<file path="src/rtl/uart_tx.sv">
// uart_tx: LSB-first asynchronous serial transmitter with
// optional parity bit and one or two stop bits.
module uart_tx #(
  parameter int CLKS_PER_BIT = 16,
  parameter int DATA_BITS    = 9,
  parameter bit PARITY_EN    = 1'b0,
  parameter bit PARITY_ODD   = 1'b0,
  parameter int STOP_BITS    = 1
) (
  input  logic       clk,
  input  logic       rst_n,
  input  logic [8:0] txd_data,
  input  logic       txd_start,
  output logic       txd,
  output logic       busy
);

  localparam int BW =
    (CLKS_PER_BIT > 1) ? $clog2(CLKS_PER_BIT) : 1;
  localparam logic [BW-1:0] BAUD_MAX =
    BW'(CLKS_PER_BIT - 1);
  localparam logic [3:0] DATA_LAST = 4'(DATA_BITS - 1);
  localparam logic [3:0] STOP_LAST = 4'(STOP_BITS - 1);
  localparam logic [8:0] MASK =
    9'((10'd1 << DATA_BITS) - 10'd1);

  typedef enum logic [2:0] {
    S_IDLE,
    S_START,
    S_DATA,
    S_PARITY,
    S_STOP
  } state_e;

  state_e        state_q, state_d;
  logic [BW-1:0] baud_q, baud_d;
  logic [3:0]    bit_q, bit_d;
  logic [8:0]    shift_q, shift_d;
  logic          par_q, par_d;
  logic          txd_q, txd_d;
  logic          busy_q, busy_d;
  logic          bit_end;

  always_comb begin
    state_d = state_q;
    baud_d  = baud_q;
    bit_d   = bit_q;
    shift_d = shift_q;
    par_d   = par_q;
    txd_d   = txd_q;
    busy_d  = busy_q;
    bit_end = (baud_q == BAUD_MAX);

    if (state_q != S_IDLE)
      baud_d = bit_end ? '0 : baud_q + BW'(1);

    unique case (state_q)
      S_IDLE: begin
        if (txd_start) begin
          state_d = S_START;
          shift_d = txd_data & MASK;
          par_d   = (^(txd_data & MASK)) ^ PARITY_ODD;
          txd_d   = 1'b0;
          busy_d  = 1'b1;
          baud_d  = '0;
          bit_d   = '0;
        end
      end
      S_START: begin
        if (bit_end) begin
          state_d = S_DATA;
          txd_d   = shift_q[0];
          shift_d = shift_q >> 1;
        end
      end
      S_DATA: begin
        if (bit_end) begin
          if (bit_q == DATA_LAST) begin
            bit_d = '0;
            if (PARITY_EN) begin
              state_d = S_PARITY;
              txd_d   = par_q;
            end else begin
              state_d = S_STOP;
              txd_d   = 1'b1;
            end
          end else begin
            bit_d   = bit_q + 4'd1;
            txd_d   = shift_q[0];
            shift_d = shift_q >> 1;
          end
        end
      end
      S_PARITY: begin
        if (bit_end) begin
          state_d = S_STOP;
          txd_d   = 1'b1;
        end
      end
      S_STOP: begin
        if (bit_end) begin
          if (bit_q == STOP_LAST) begin
            state_d = S_IDLE;
            busy_d  = 1'b0;
            bit_d   = '0;
          end else begin
            bit_d = bit_q + 4'd1;
          end
          txd_d = 1'b1;
        end
      end
      default: begin
        state_d = S_IDLE;
        txd_d   = 1'b1;
        busy_d  = 1'b0;
      end
    endcase
  end

  always_ff @(posedge clk) begin
    if (!rst_n) begin
      state_q <= S_IDLE;
      baud_q  <= '0;
      bit_q   <= '0;
      shift_q <= '0;
      par_q   <= 1'b0;
      txd_q   <= 1'b1;
      busy_q  <= 1'b0;
    end else begin
      state_q <= state_d;
      baud_q  <= baud_d;
      bit_q   <= bit_d;
      shift_q <= shift_d;
      par_q   <= par_d;
      txd_q   <= txd_d;
      busy_q  <= busy_d;
    end
  end

  assign txd  = txd_q;
  assign busy = busy_q;

endmodule

</file>
<file path="config.mk">
export PLATFORM = sky130hd
export DESIGN_NAME = uart_tx
export DESIGN_NICKNAME = d
export VERILOG_FILES = /design/src/rtl/uart_tx.sv
export SDC_FILE = /design/constraint.sdc
export NUM_CORES = 1
export LEC_CHECK = 0
export CAP_MARGIN = 40
export CORE_MARGIN = 4
export CORE_UTILIZATION = 50
export CTS_CLUSTER_DIAMETER = 120
export CTS_CLUSTER_SIZE = 25
export DETAILED_ROUTE_END_ITERATION = 6
export PLACE_DENSITY = 0.69
export SYNTH_ARGS = -nofsm -noshare
export SYNTH_HDL_FRONTEND = slang
export SYNTH_SLANG_ARGS = --single-unit
</file>
<file path="constraint.sdc">
create_clock -name clk -period 2.3 [get_ports clk]
set_input_delay 0.46 -clock clk [delete_from_list [all_inputs] [get_ports clk]]
set_output_delay 0.46 -clock clk [all_outputs]
set_load 0.005 [all_outputs]
</file>
==> out/metrics.cfg <==
[timing]
hold_violations = 0
fin_setup_tns_ns = 0
finClkSkew_ns = 0.00177
slew_violations = 0
period_share_pct = 85.7
fin_ws_ns = 0.329
fin_hold_ws_ns = 0.479
period_needed_ns = 1.97
max_freq_mhz = 507
grt_setup_unrepaired = no
setup_violations = 0
worst_pin_slew_ns = 0.672
slew_headroom_pct = 55.2

[critical_path]
slowest_stage = or4b_1
cp_max_fo = 8
crit_required_ns = 2.53
cp.arrival_ns = 2.20
worstSetupPathType = reg -> reg
endpoint_kind = register
cp-start-kind = register
path_cells = ha_1, and4_1, o32ai_1, or4b_1, o22ai_1
slowest_delay_ns = 0.67

[placement]
dpl.hpwl_mm = 1.90
numPortBuffers = 13
gp_congestion = 0.800
place_ws_ns = 0.142

[clock_tree]
clock_path_buffers = 2
htree_levels = 1
cts_sinks = 22
path_clk_slew_ns = 0.12
cts_hold_buf = 0
clk_latency_ns = 0.30
root_buffer = clkbuf_4
cts_tree = built
ctsResizeCount = 0
cts_buffers = 3
post-cts-setup-buffer-count = 0

[pwr]
p_sw_uw = 188
intPower_uw = 556
seq_power_share_pct = 55.6
clkPwrFrac_pct = 28.7
p_comb_share_pct = 15.7
swShare_pct = 25.2
vdd_ir_drop_max_v = 0.000304
power_leakage_nw = 0.528
powerDensity_nw_per_um2 = 535

[run]
maxCapViolCount = 0

[grt]
grt-ovfl-total = 0
grt_use_total_pct = 17.4
antenna_found_initial = 0
grt_pass1_wl_mm = 4.55
grt_max_degree = 20
first_global_vias = 1029

[cells_and_area]
area_growth_pct = 17.3
fin_nets = 172
antenna_cells = 0
final_cell_mix = 22 x dfxtp_1, 17 x nand2_1, 13 x clkdlybuf4s50_1
n_fill_cell = 208
final_util_pct = 62.2
layout-drive-gt1-share_pct = 9.62
final_common_cell = dfxtp_1

[synthesis]
syn_area_um2 = 1180
synth_warnings = 0
yosysSeqAreaShare_pct = 37.2
postSynthAreaPerCell_um2 = 8.34
netlist_instances = 142
ys_ff_latch = 22
synthesis.nets = 157
synth_cell_type_count = 39

[drt]
drc = 0
first_iter_violations = 48
viasPerCell = 5.93
wl_mm = 2.68
routedWlPerCell_um = 14.6
drt_first_pass_iters = 4
via_count = 1092
ant_nets = 0

[floorplanning]
initial_core_util_pct = 53.1
die_area_um2 = 3210
die_w_um = 56.7
fp-row-count = 17
io_pins = 14
core_area_um2 = 2230
dieHeight_um = 56.7

[run_status]
status = complete, no violations

[worst_hold_path]
holdCritPathClass = reg -> reg

## cells in the mapped netlist
library cell  count  share of area [%]
a211o_1           2                1.5
a211oi_1          1               0.63
a21o_1            1               0.63
a21oi_1           7                3.0
a21oi_2           1               0.74
a221oi_2          1                1.3
a22oi_1           1               0.63
a2bb2oi_1         1               0.74
a31o_2            1               0.74
a31oi_1           1               0.53
and2b_2           1               0.74
and3_1            2                1.1
and3_2            1               0.63
and4_1            1               0.74
and4b_4           1                1.2
buf_2             2               0.84
clkbuf_1          5                1.6
clkbuf_2          1               0.42
dfxtp_1          22                 37
ha_1              3                3.2
inv_1             7                2.2
mux2i_1          10                8.4
nand2_1          17                5.4
nand2b_1          4                2.1
nand3_1           5                2.1
nand3b_1          2                1.3
nand4_1           1               0.53
nor2_1            7                2.2
nor2b_1           2                1.1
nor3_1            3                1.3
nor4_1            2                1.1
o21ai_0           8                3.4
o21ai_1           1               0.42
o22ai_1           8                4.2
o32ai_1           3                2.2
o41ai_1           1               0.74
or3_1             2                1.1
or4b_1            2                1.7
xor2_1            1               0.74
## path summary, 6_finish.rpt
kind	depth (start not counted)	from	endpoint	slack, ns
worst max-delay path	5	baud_q[0]	shift_q[6]	0.33
worst min-delay path	2	shift_q[7]	shift_q[7]	0.48
worst max register to register	5	baud_q[0]	shift_q[6]	0.33
worst min register to register	2	shift_q[7]	shift_q[7]	0.48
## cell families after synthesis
family / synth area share [%]
compound gates: 21.3
xor+xnor: 0.739
fa+ha+maj: 3.17
buf+inv: 5.07
flops: 37.2
mux: 8.45
simple gates: 24.1
## per-stage QoR
stage	total power, mW	cells	instance area (um2)
3_5_place_dp	0.538	180	1350
4_1_cts	0.750	184	1390
2_1_floorplan	0.488	142	1180
6_report	0.744	184	1390
5_1_grt	0.786	184	1390
3_3_place_gp	0.535	180	1350
## state kept, by name, indices dropped and copies added (netlist names)
signal / cells
shift_q: 9
baud_q: 4
bit_q: 4
state_q: 3
busy: 1
txd: 1
## layer usage
metal,share of wire [%],vias to the layer above,track usage [%],wire [um]
met3,4.7,2,3.45,125
li1,-,550,-,-
met2,46,21,27.4,1250
met1,48,519,22.9,1300
met4,0.52,0,7.12,14
met5,0,-,0,0
## power by group through the flow
stage / sequential (mW) / clock (mW) / combinational (mW)
2_1_floorplan: 0.416 / 0 / 0.0724
3_3_place_gp: 0.421 / 0 / 0.113
5_1_grt: 0.416 / 0.242 / 0.128
4_1_cts: 0.413 / 0.220 / 0.117
3_5_place_dp: 0.421 / 0 / 0.116
6_report: 0.413 / 0.214 / 0.117
## worst max-delay path, delay by kind of cell (launching register included)
family          cells  cell delay (ns)
simple gates        2             0.90
compound gates      2             0.32
flops               1             0.42
fa+ha+maj           1             0.25
## layout make-up
cell class / count / area, um2 / share of cell area, %
multi-input combinational: 105 / 684 / 49.2
sequential: 22 / 440 / 31.7
timing repair buffer: 18 / 168 / 12.1
clock buffer: 4 / 36.3 / 2.61
tap: 28 / 35.0 / 2.52
inverter: 7 / 26.3 / 1.89
No activity file was read; power rests on OpenSTA's default activity.
